$ cat config.mk
export PLATFORM = sky130hd
export DESIGN_NAME = mem_access_stage
export DESIGN_NICKNAME = d
export VERILOG_FILES = /design/src/rtl/mem_access_stage.sv
export SDC_FILE = /design/constraint.sdc
export NUM_CORES = 1
export LEC_CHECK = 0
export BUFFER_PORTS_ARGS = -buffer_cell sky130_fd_sc_hd__buf_2
export CAP_MARGIN = 20
export CORE_MARGIN = 3
export CORE_UTILIZATION = 35
export CTS_BUF_LIST = sky130_fd_sc_hd__clkbuf_16
export CTS_CLUSTER_SIZE = 24
export DETAILED_ROUTE_END_ITERATION = 16
export PLACE_DENSITY_LB_ADDON = 0.12
export SLEW_MARGIN = 20
export SYNTH_ARGS = -nofsm -noshare
export SYNTH_HDL_FRONTEND = slang
export SYNTH_SLANG_ARGS = --single-unit
$ cat constraint.sdc
create_clock -name clk -period 1.5 [get_ports clk]
set_input_delay 0.225 -clock clk [delete_from_list [all_inputs] [get_ports clk]]
set_output_delay 0.225 -clock clk [all_outputs]
set_load 0.05 [all_outputs]
$ cat src/rtl/mem_access_stage.sv
// ----------------------------------------------------------------------------
// mem_access_stage
//
// MEM pipeline stage. It takes one instruction from the EX/MEM register,
// performs at most one data-memory access over a req/ack bus, and hands the
// result to the MEM/WB register. Branch resolution (PCSrc / PC_branch) is
// also presented here, aligned with out_valid.
//
// State table:
//   state | meaning
//   IDLE  | ready to accept; completes non-memory and misaligned ops in 1 cycle
//   BUSY  | dmem_req asserted, waiting for dmem_ack; upstream stalled
//
// Optional feature (macro MEM_TIMEOUT_EN):
//   defined   - BUSY is aborted after TIMEOUT_CYCLES cycles without ack and
//               the instruction completes with bus_err=1, WB_out=0.
//   undefined - no timeout counter, bus_err tied to 0, BUSY waits forever.
//
// Ports:
//   clk, rst_n              clock (rising edge), synchronous active-low reset
//   in_valid .. Branch_dst  instruction fields from EX/MEM
//   dmem_req/we/addr/wdata  data memory request (word address [31:2])
//   dmem_ack/rdata          data memory response
//   stall                   high while BUSY; upstream holds its registers
//   out_valid .. bus_err    result to MEM/WB and fetch, registered
// ----------------------------------------------------------------------------
module mem_access_stage #(
    parameter int TIMEOUT_CYCLES = 16
) (
    input  logic        clk,
    input  logic        rst_n,
    // EX/MEM inputs
    input  logic        in_valid,
    input  logic        Zero,
    input  logic [31:0] ALU_result,
    input  logic [31:0] ReadData2,
    input  logic [4:0]  Write_Destination,
    input  logic [1:0]  WB,
    input  logic        Branch,
    input  logic        MemRead,
    input  logic        MemWrite,
    input  logic [29:0] Branch_dst,
    // memory bus
    output logic        dmem_req,
    output logic        dmem_we,
    output logic [29:0] dmem_addr,
    output logic [31:0] dmem_wdata,
    input  logic        dmem_ack,
    input  logic [31:0] dmem_rdata,
    // pipeline control
    output logic        stall,
    // MEM/WB and fetch outputs
    output logic        out_valid,
    output logic [31:0] ReadData_out,
    output logic [31:0] ALU_result_out,
    output logic [4:0]  Write_Destination_out,
    output logic [1:0]  WB_out,
    output logic        PCSrc,
    output logic [29:0] PC_branch,
    output logic        align_err,
    output logic        bus_err
);

    typedef enum logic {IDLE = 1'b0, BUSY = 1'b1} state_t;

    state_t      r_state;

    // Fields of the accepted memory op, replayed at completion
    logic [31:0] r_alu;
    logic [4:0]  r_wdest;
    logic [1:0]  r_wb;
    logic        r_pcsrc;
    logic [29:0] r_bdst;

    logic        w_accept;
    logic        w_mem_op;
    logic        w_misalign;

    if (TIMEOUT_CYCLES < 1) begin : g_param_check
        $error("TIMEOUT_CYCLES must be at least 1");
    end

`ifdef MEM_TIMEOUT_EN
    localparam int CW = (TIMEOUT_CYCLES > 1) ? $clog2(TIMEOUT_CYCLES) : 1;
    localparam logic [CW-1:0] LAST_CNT = CW'(TIMEOUT_CYCLES - 1);
    logic [CW-1:0] r_cnt;
    logic          r_bus_err;
    assign bus_err = r_bus_err;
`else
    assign bus_err = 1'b0;
`endif

    assign stall      = (r_state == BUSY);
    assign w_accept   = in_valid && !stall;
    assign w_mem_op   = MemRead || MemWrite;
    assign w_misalign = w_mem_op && (ALU_result[1:0] != 2'b00);

    always_ff @(posedge clk) begin
        if (!rst_n) begin
            r_state               <= IDLE;
            r_alu                 <= '0;
            r_wdest               <= '0;
            r_wb                  <= '0;
            r_pcsrc               <= 1'b0;
            r_bdst                <= '0;
            dmem_req              <= 1'b0;
            dmem_we               <= 1'b0;
            dmem_addr             <= '0;
            dmem_wdata            <= '0;
            out_valid             <= 1'b0;
            ReadData_out          <= '0;
            ALU_result_out        <= '0;
            Write_Destination_out <= '0;
            WB_out                <= '0;
            PCSrc                 <= 1'b0;
            PC_branch             <= '0;
            align_err             <= 1'b0;
`ifdef MEM_TIMEOUT_EN
            r_cnt                 <= '0;
            r_bus_err             <= 1'b0;
`endif
        end else begin
            // completion flags are single-cycle pulses
            out_valid <= 1'b0;
            align_err <= 1'b0;
            PCSrc     <= 1'b0;
`ifdef MEM_TIMEOUT_EN
            r_bus_err <= 1'b0;
`endif
            case (r_state)
                IDLE: begin
                    if (w_accept) begin
                        r_alu   <= ALU_result;
                        r_wdest <= Write_Destination;
                        r_wb    <= WB;
                        r_pcsrc <= Branch && Zero;
                        r_bdst  <= Branch_dst;
                        if (w_mem_op && !w_misalign) begin
                            r_state    <= BUSY;
                            dmem_req   <= 1'b1;
                            dmem_we    <= MemWrite;  // write wins if both set
                            dmem_addr  <= ALU_result[31:2];
                            dmem_wdata <= ReadData2;
`ifdef MEM_TIMEOUT_EN
                            r_cnt      <= '0;
`endif
                        end else begin
                            // non-memory or misaligned: done in one cycle
                            out_valid             <= 1'b1;
                            ReadData_out          <= '0;
                            ALU_result_out        <= ALU_result;
                            Write_Destination_out <= Write_Destination;
                            WB_out                <= w_misalign ? 2'b00 : WB;
                            align_err             <= w_misalign;
                            PCSrc                 <= Branch && Zero;
                            PC_branch             <= Branch_dst;
                        end
                    end
                end
                BUSY: begin
                    if (dmem_ack) begin
                        r_state               <= IDLE;
                        dmem_req              <= 1'b0;
                        out_valid             <= 1'b1;
                        ReadData_out          <= dmem_we ? 32'h0 : dmem_rdata;
                        ALU_result_out        <= r_alu;
                        Write_Destination_out <= r_wdest;
                        WB_out                <= r_wb;
                        PCSrc                 <= r_pcsrc;
                        PC_branch             <= r_bdst;
                    end
`ifdef MEM_TIMEOUT_EN
                    else if (r_cnt == LAST_CNT) begin
                        // abort: write-back suppressed
                        r_state               <= IDLE;
                        dmem_req              <= 1'b0;
                        out_valid             <= 1'b1;
                        r_bus_err             <= 1'b1;
                        ReadData_out          <= '0;
                        ALU_result_out        <= r_alu;
                        Write_Destination_out <= r_wdest;
                        WB_out                <= 2'b00;
                        PCSrc                 <= r_pcsrc;
                        PC_branch             <= r_bdst;
                    end else begin
                        r_cnt <= r_cnt + 1'b1;
                    end
`endif
                end
                default: r_state <= IDLE;
            endcase
        end
    end

endmodule
==> metrics.cfg, run 1 <==
[outcome]
status = finished, final reports clean

[setup_path]
cp_top_family = flip-flops
start_kind = register
cpMaxStageDelayCell = dfxtp_1
required_ns = 1.27
cp_max_fo = 3
rrSetupSlack_ns = 0.08
path_buf_inv = 1
cp-end-kind = output port
critPathKind = reg -> out
crit_chain = buf_2
cpPeakStageDelay_ns = 0.36
worstPathArrival_ns = 1.21

[clock_tree]
clk_pin_slew_ns = 0.06
cts_root_buffer = clkbuf_16
numCtsBuffers = 28
cts_max_level = 1
clock_sinks = 239
cts_tree = yes
insertion_delay_ns = 0.54
cts.path.max_buffers = 3

[synthesis]
synth-edff-count = 0
yosysTopAreaCell = dfxtp_1
ys_async_sr_fraction = 0
synth_nets = 1210
synth.most_common_cell = nand2_1
ys_seq_area_frac = 0.498
synth_top_area_frac = 0.498
syn_area_um2 = 9610
synth_ff_type = dfxtp_1
syn_avg_cell_area_um2 = 8.99
ys_types = 28
ys_warn_count = 0
synthTopCellsByCount = nand2_1 (302), dfxtp_1 (239), o21ai_0 (102)
ys_ff_latch = 239
yosys-top-cells-area = dfxtp_1 (50%), nand2_1 (12%), o211a_1 (7.2%)
synthCells = 1069

[global_route]
overflow = 0
grt_usage = 0.189
grt_pass1_wl_mm = 45.9
grt_pass1_vias = 8666
grt_max_degree = 125
antenna_found_initial = 4

[pwr]
powerDensity_nw_per_um2 = 1150
vdd_ir_drop_max_mv = 0.764
p_leak_nw = 6.51

[die]
start_util = 0.356
dieWidth_um = 172
die_h_um = 172
dieArea_um2 = 29500
ioPinCount = 311
coreArea_um2 = 27000
num_rows = 60

[routing]
wl_met2_mm = 13.8
highest_layer = met5
drt-total-wl_mm = 29.8
wl_per_cell_um = 16.1
drt_iter0_markers = 456
vias = 9049
wl_met1_mm = 13.4
postRouteAntennaNets = 0
post-route-drc-count = 0
wl_met3_mm = 1.91
vias_per_cell = 4.88
dr.pass1.iters = 4

[timing]
maxSlewHeadroom = 0.659
finalSetupViolCount = 0
layout_min_cycle_time_ns = 1.44
clock_skew_ns = 0.0127
tightest_slew_ns = 0.512
fin_crit_sh = 0.958
slew_violations = 0
fmax_ghz = 0.696
report.final.hold_viol_count = 0
rsz0062_at_grt = yes
whs_ns = 0.0885

[place]
portBuffers = 309
dp.cells = 1663
place_hpwl_mm = 18.4
routabilityCongestion = 0.751

[job]
drv_cap = 0

[finish]
stdcell_count = 1856
drive_above_1_share = 0.270
finalNetCount = 1634
syn_to_final_growth_pct = 46.6

[hold_path]
hold_path.class = in -> reg

-- per-layer routing --
metal / global-route usage / vias to the layer above
met5: 0 / -
met4: 0.0504 / 4
met3: 0.0411 / 42
met2: 0.321 / 247
met1: 0.244 / 4232
li1: - / 4524
-- layout by cell type (no fill, tap or decap), types with 3 or more instances in the layout --
| cell | n |
|---|---|
| nor2_2 | 3 |
| clkbuf_16 | 29 |
| o211a_1 | 69 |
| a21boi_1 | 63 |
| buf_4 | 28 |
| dlygate4sd3_1 | 135 |
| bufinv_16 | 3 |
| buf_12 | 19 |
| clkinv_2 | 5 |
| nand2_1 | 301 |
| nand4_1 | 32 |
| o21ai_0 | 101 |
| inv_1 | 5 |
| dfxtp_1 | 238 |
| buf_6 | 4 |
| clkinv_1 | 7 |
| buf_2 | 306 |
| mux2i_1 | 67 |
| a21boi_0 | 72 |
-- layout make-up --
type	count	area (µm²)
clock inverters	22	184
multi-input cells	730	4420
clock buffers	28	701
repair buffers	494	3560
well taps	341	427
diodes	2	5.00
fillers	2560	12900
flip-flops and latches	239	4790
-- kinds of logic after synthesis --
group | count (synthesis) | share of synthesized area
AOI/OAI and AO/OA | 311 | 0.235
buffers and inverters | 100 | 0.0458
DFF | 239 | 0.498
muxes | 67 | 0.0698
other | 1 | 0.000390
and+or+nand+nor | 351 | 0.151
-- report_power, final --
group,internal (mW),leakage (nW),switching (mW)
sequential,6.69,1.96,0.166
clock,3.88,0.452,2.68
combinational,1.02,4.10,1.72
total,11.6,6.51,4.56
-- final timing paths --
kind	from	endpoint	cells past startpoint
max	dmem_we$_SDFFE_PN0P_	dmem_we	1
min	MemWrite	dmem_we$_SDFFE_PN0P_	4
max reg2reg	stall$_SDFF_PN0_	PC_branch[24]$_SDFFE_PN0P_	5
min reg2reg	dmem_wdata[10]$_SDFFE_PN0P_	dmem_wdata[10]$_SDFFE_PN0P_	2
-- metrics by stage --
stage	cell area, µm²	setup TNS [ns]	power, mW	setup WS (ns)	utilization
finish	14100	0	16.2	0.0630	0.523
global route	14100	-0.00397	16.9	-0.00397	0.523
CTS	14000	-0.0114	16.4	-0.0114	0.521
detailed placement	11700	-0.0189	9.45	-0.0181	0.436
global placement	11700	0	9.43	0.0140	0.436
floorplan	9630	-7.65	8.60	-0.127	-
-- state kept, by name (all words and copies together) (netlist names) --
signal and flops:
ALU_result_out 32, PCSrc 1, PC_branch 30, ReadData_out 32, WB_out 2, Write_Destination_out 5, align_err 1, dmem_addr 30
dmem_req 1, dmem_wdata 32, dmem_we 1, out_valid 1, r_alu 32, r_bdst 30, r_pcsrc 1, r_wb 2
r_wdest 5, stall 1
-- timing repair --
action | 4_1_cts | 5_1_grt
endpoints found under the setup margin | 3 | 78
gates cloned | 0 | 1
pin swaps | 0 | 1
gates resized for setup | 7 | 5
buffers inserted | 4 | 1
hold buffers | 135 | 0
endpoints found under the hold margin | 163 | 0
Note: power is estimated with default switching activity, not from simulation.
==> run 2: changes to the inputs <==
--- a/config.mk
+++ b/config.mk
@@ -13,6 +13,7 @@
 export CTS_CLUSTER_SIZE = 24
 export DETAILED_ROUTE_END_ITERATION = 16
 export PLACE_DENSITY_LB_ADDON = 0.12
+export REMOVE_ABC_BUFFERS = 1
 export SLEW_MARGIN = 20
 export SYNTH_ARGS = -nofsm -noshare
 export SYNTH_HDL_FRONTEND = slang
==> metrics.cfg, run 2 (synthesis results as in run 1) <==
[outcome]
status = finished with violations
violations = setup timing

[die]
ioPinCount = 311
start_util = 0.356
dieArea_um2 = 29500
num_rows = 60
coreArea_um2 = 27000
dieWidth_um = 172
die_h_um = 172

[global_route]
grt_pass1_vias = 8702
grt_max_degree = 84
antenna_found_initial = 1
overflow = 0
grt_pass1_wl_mm = 46.0
grt_usage = 0.191

[routing]
post-route-drc-count = 0
drt-total-wl_mm = 30.4
postRouteAntennaNets = 0
wl_per_cell_um = 16.4
dr.pass1.iters = 4
vias = 9055
drt_iter0_markers = 460
vias_per_cell = 4.89

[setup_path]
cp-end-kind = output port
required_ns = 1.27
critPathKind = reg -> out
cp_max_fo = 5
worstPathArrival_ns = 1.31
start_kind = register

[hold_path]
hold_path.class = in -> reg

[pwr]
powerDensity_nw_per_um2 = 1130
p_leak_nw = 6.50
design_power_total_mw = 15.9
vdd_ir_drop_max_mv = 0.738

[finish]
final_cell_area_um2 = 14100
layout_common_cells = buf_2 (307), nand2_1 (300), dfxtp_1 (238)
fin_util = 0.522
final_common_cell = buf_2
drive_above_1_share = 0.266
fillers = 2549
syn_to_final_growth_pct = 46.4
finalNetCount = 1628

[timing]
layout_min_cycle_time_ns = 1.53
fin_crit_sh = 1.02
clock_skew_ns = 0.00959
whs_ns = 0.0328
rsz0062_at_grt = yes
fmax_ghz = 0.653
setup_ws_ns = -0.0316
finalSetupViolCount = 1
report.final.hold_viol_count = 0
slew_violations = 0

[clock_tree]
cts_root_buffer = clkbuf_16
cts_max_level = 1
numCtsBuffers = 28
clock_sinks = 239
cts_tree = yes
insertion_delay_ns = 0.53
clk_pin_slew_ns = 0.06
cts.path.max_buffers = 3

[place]
routabilityCongestion = 0.719
place_area_um2 = 11700
place_hpwl_mm = 18.1
portBuffers = 309

[job]
drv_cap = 0

[run 2: path summary, 6_finish.rpt]
| kind | startpoint | to | slack, ns | cells after the start |
|---|---|---|---|---|
| max | stall$_SDFF_PN0_ | stall | -0.03 | 3 |
| min | dmem_ack | stall$_SDFF_PN0_ | 0.03 | 3 |
| max reg2reg | stall$_SDFF_PN0_ | ReadData_out[10]$_SDFFE_PN0P_ | 0.02 | 7 |
| min reg2reg | dmem_addr[25]$_SDFFE_PN0P_ | dmem_addr[25]$_SDFFE_PN0P_ | 0.45 | 2 |
[run 2: layout make-up]
class | count | area, µm² | area share
clock inverter | 21 | 119 | 0.00845
tap | 341 | 427 | 0.0303
clock buffer | 29 | 726 | 0.0516
sequential | 239 | 4790 | 0.340
timing repair buffer | 488 | 3580 | 0.255
multi-input combinational | 730 | 4420 | 0.314
antenna | 2 | 5.00 | 0.000356
[run 2: where the power goes]
part	internal (mW)	switching [mW]	leakage, nW
Clock	3.63	2.62	0.444
Sequential	6.69	0.167	1.96
Combinational	1.03	1.73	4.09
Total	11.3	4.52	6.50
[run 2: through the flow]
stage	std cells	setup TNS [ns]	worst slack, ns
floorplan	969	-1320.14	-6.55
global route	1848	-0.932	-0.0727
finish	1850	-0.0316	-0.0316
detailed placement	1654	-0.566	-0.0411
global placement	1654	-0.459	-0.0565
CTS	1847	-0.0768	-0.0572
[run 2: what timing repair did]
action,CTS,global route
setup endpoints to repair,55,128
setup buffers,6,1
pin swaps,1,0
hold buffers,134,0
endpoints found under the hold margin,163,0
gates cloned,3,1
resized for setup,6,8
[run 2: critical path: stages (launching register included)]
cell and delay (ns):
dfxtp_4 0.37, buf_12 0.14, buf_16 0.12, buf_12 0.14
[run 2: routing by layer]
layer / global-route usage / share of wire
met3: 0.0384 / 0.055
met2: 0.326 / 0.48
met5: 0 / 0.00043
met1: 0.246 / 0.45
met4: 0.0511 / 0.021
==> run 3: changes to the inputs <==
--- a/config.mk
+++ b/config.mk
@@ -8,7 +8,7 @@
 export BUFFER_PORTS_ARGS = -buffer_cell sky130_fd_sc_hd__buf_2
 export CAP_MARGIN = 20
 export CORE_MARGIN = 3
-export CORE_UTILIZATION = 35
+export CORE_UTILIZATION = 33
 export CTS_BUF_LIST = sky130_fd_sc_hd__clkbuf_16
 export CTS_CLUSTER_SIZE = 24
 export DETAILED_ROUTE_END_ITERATION = 16
==> metrics.cfg, run 3 (synthesis results as in run 1) <==
[outcome]
status = finished, final reports clean

[die]
coreArea_um2 = 28200
ioPinCount = 311
dieWidth_um = 177
start_util = 0.340
die_h_um = 177
dieArea_um2 = 31200
num_rows = 61

[setup_path]
critPathKind = reg -> out
rrSetupSlack_ns = 0.06
rr_endpoint = ReadData_out[26]$_SDFFE_PN0P_
worstPathArrival_ns = 1.23
reg2reg_depth = 5
cp-end-kind = output port
required_ns = 1.27
cp_max_fo = 6
start_kind = register
r2r_start = stall$_SDFF_PN0_

[timing]
report.final.hold_viol_count = 0
fin_crit_sh = 0.971
fmax_ghz = 0.687
finalSetupViolCount = 0
rsz0062_at_grt = yes
clock_skew_ns = 0.00866
whs_ns = 0.0909
slew_violations = 0
layout_min_cycle_time_ns = 1.46

[pwr]
powerDensity_nw_per_um2 = 1140
design_power_total_mw = 16.3
p_leak_nw = 6.58
vdd_ir_drop_max_mv = 0.709

[global_route]
grt_max_degree = 71
overflow = 0
grt_pass1_vias = 9050
antenna_found_initial = 2
grt_usage = 0.190
grtUsageMet2 = 0.327
top_usage_layer = met2
globalRouteMet3Util = 0.0378
gr-usage-met1 = 0.242
grt_pass1_wl_mm = 48.5

[routing]
vias = 9105
wl_per_cell_um = 16.6
vias_per_cell = 4.78
dr.pass1.iters = 5
postRouteAntennaNets = 0
post-route-drc-count = 0
drt_iter0_markers = 389
drt-total-wl_mm = 31.6

[place]
routabilityCongestion = 0.703
place_hpwl_mm = 18.7
portBuffers = 309

[hold_path]
hold-path-endpoint = dmem_we$_SDFFE_PN0P_
hold_path.class = in -> reg
min_path_cells = 4
hp-start = MemWrite

[clock_tree]
cts_tree = yes
numCtsBuffers = 28
clk_pin_slew_ns = 0.06
cts_max_level = 1
clock_sinks = 239
insertion_delay_ns = 0.54
cts.path.max_buffers = 3
cts_root_buffer = clkbuf_16

[finish]
final_common_cell = buf_2
finalNetCount = 1646
layout_common_cells = buf_2 (306), nand2_1 (301), dfxtp_1 (238)
drive_above_1_share = 0.276
syn_to_final_growth_pct = 48.4

[job]
drv_cap = 0

## run 3: cell count changes in the layout (fill, tap and decap cells not counted), moves of 2 or more
cell and delta:
buf_4 +18, o21ai_0 -22, clkbuf_16 +4, buf_12 -8, clkinv_1 +3, buf_6 +4, o21ai_1 +21, clkinv_2 +2
inv_1 -5, bufinv_16 +2
## run 3: worst max-delay path by stage
stage                                          end        startpoint  slack (ns)
floorplan           ALU_result_out[0]$_SDFFE_PN0P_  stall$_SDFF_PN0_       -6.55
global placement       dmem_wdata[17]$_SDFFE_PN0P_     ALU_result[0]        0.01
detailed placement     dmem_wdata[17]$_SDFFE_PN0P_     ALU_result[0]       0.009
CTS                  ReadData_out[18]$_SDFFE_PN0P_  stall$_SDFF_PN0_       0.006
global route         ReadData_out[27]$_SDFFE_PN0P_  stall$_SDFF_PN0_       -0.02
finish                                       stall  stall$_SDFF_PN0_        0.04
## run 3: report_power, final
group | internal (mW) | switching, mW
Clock | 3.99 | 2.70
Sequential | 6.69 | 0.165
Combinational | 1.03 | 1.74
## run 3: through the flow
step	util	TNS (ns)	setup slack, ns	area [µm²]	cells
global route	0.505	-0.0365	-0.0187	14300	1905
finish	0.505	0	0.0437	14300	1905
CTS	0.497	0	0.00588	14000	1889
global placement	0.414	0	0.0148	11700	1697
detailed placement	0.414	0	0.00941	11700	1697
floorplan	-	-1320.14	-6.55	9170	969
## run 3: layout make-up
class                      count  area (µm²)
fill                        2642       14000
sequential                   239        4790
multi-input combinational    730        4420
timing repair buffer         506        3670
clock inverter                22         176
tap                          378         473
clock buffer                  29         726
antenna                        1        2.50
## run 3: metal layers
layer  wire, µm  share of wire  vias up
met5         20        0.00063        -
met1      14300           0.45     4249
met4        866          0.027        2
met3       1680          0.053       60
li1           -              -     4555
met2      14800           0.47      239
## run 3: timing repair
action | in CTS | in global routing
gates resized for setup | 4 | 35
buffers inserted | 5 | 9
hold endpoints to repair | 164 | 0
gates cloned | 1 | 6
hold buffers | 135 | 0
endpoints found under the setup margin | 1 | 105
pin swaps | 0 | 2
## run 3: worst max-delay path, stage by stage (launching register included)
cell     delay, ns
dfxtp_4       0.41
buf_16        0.14
buf_8         0.14
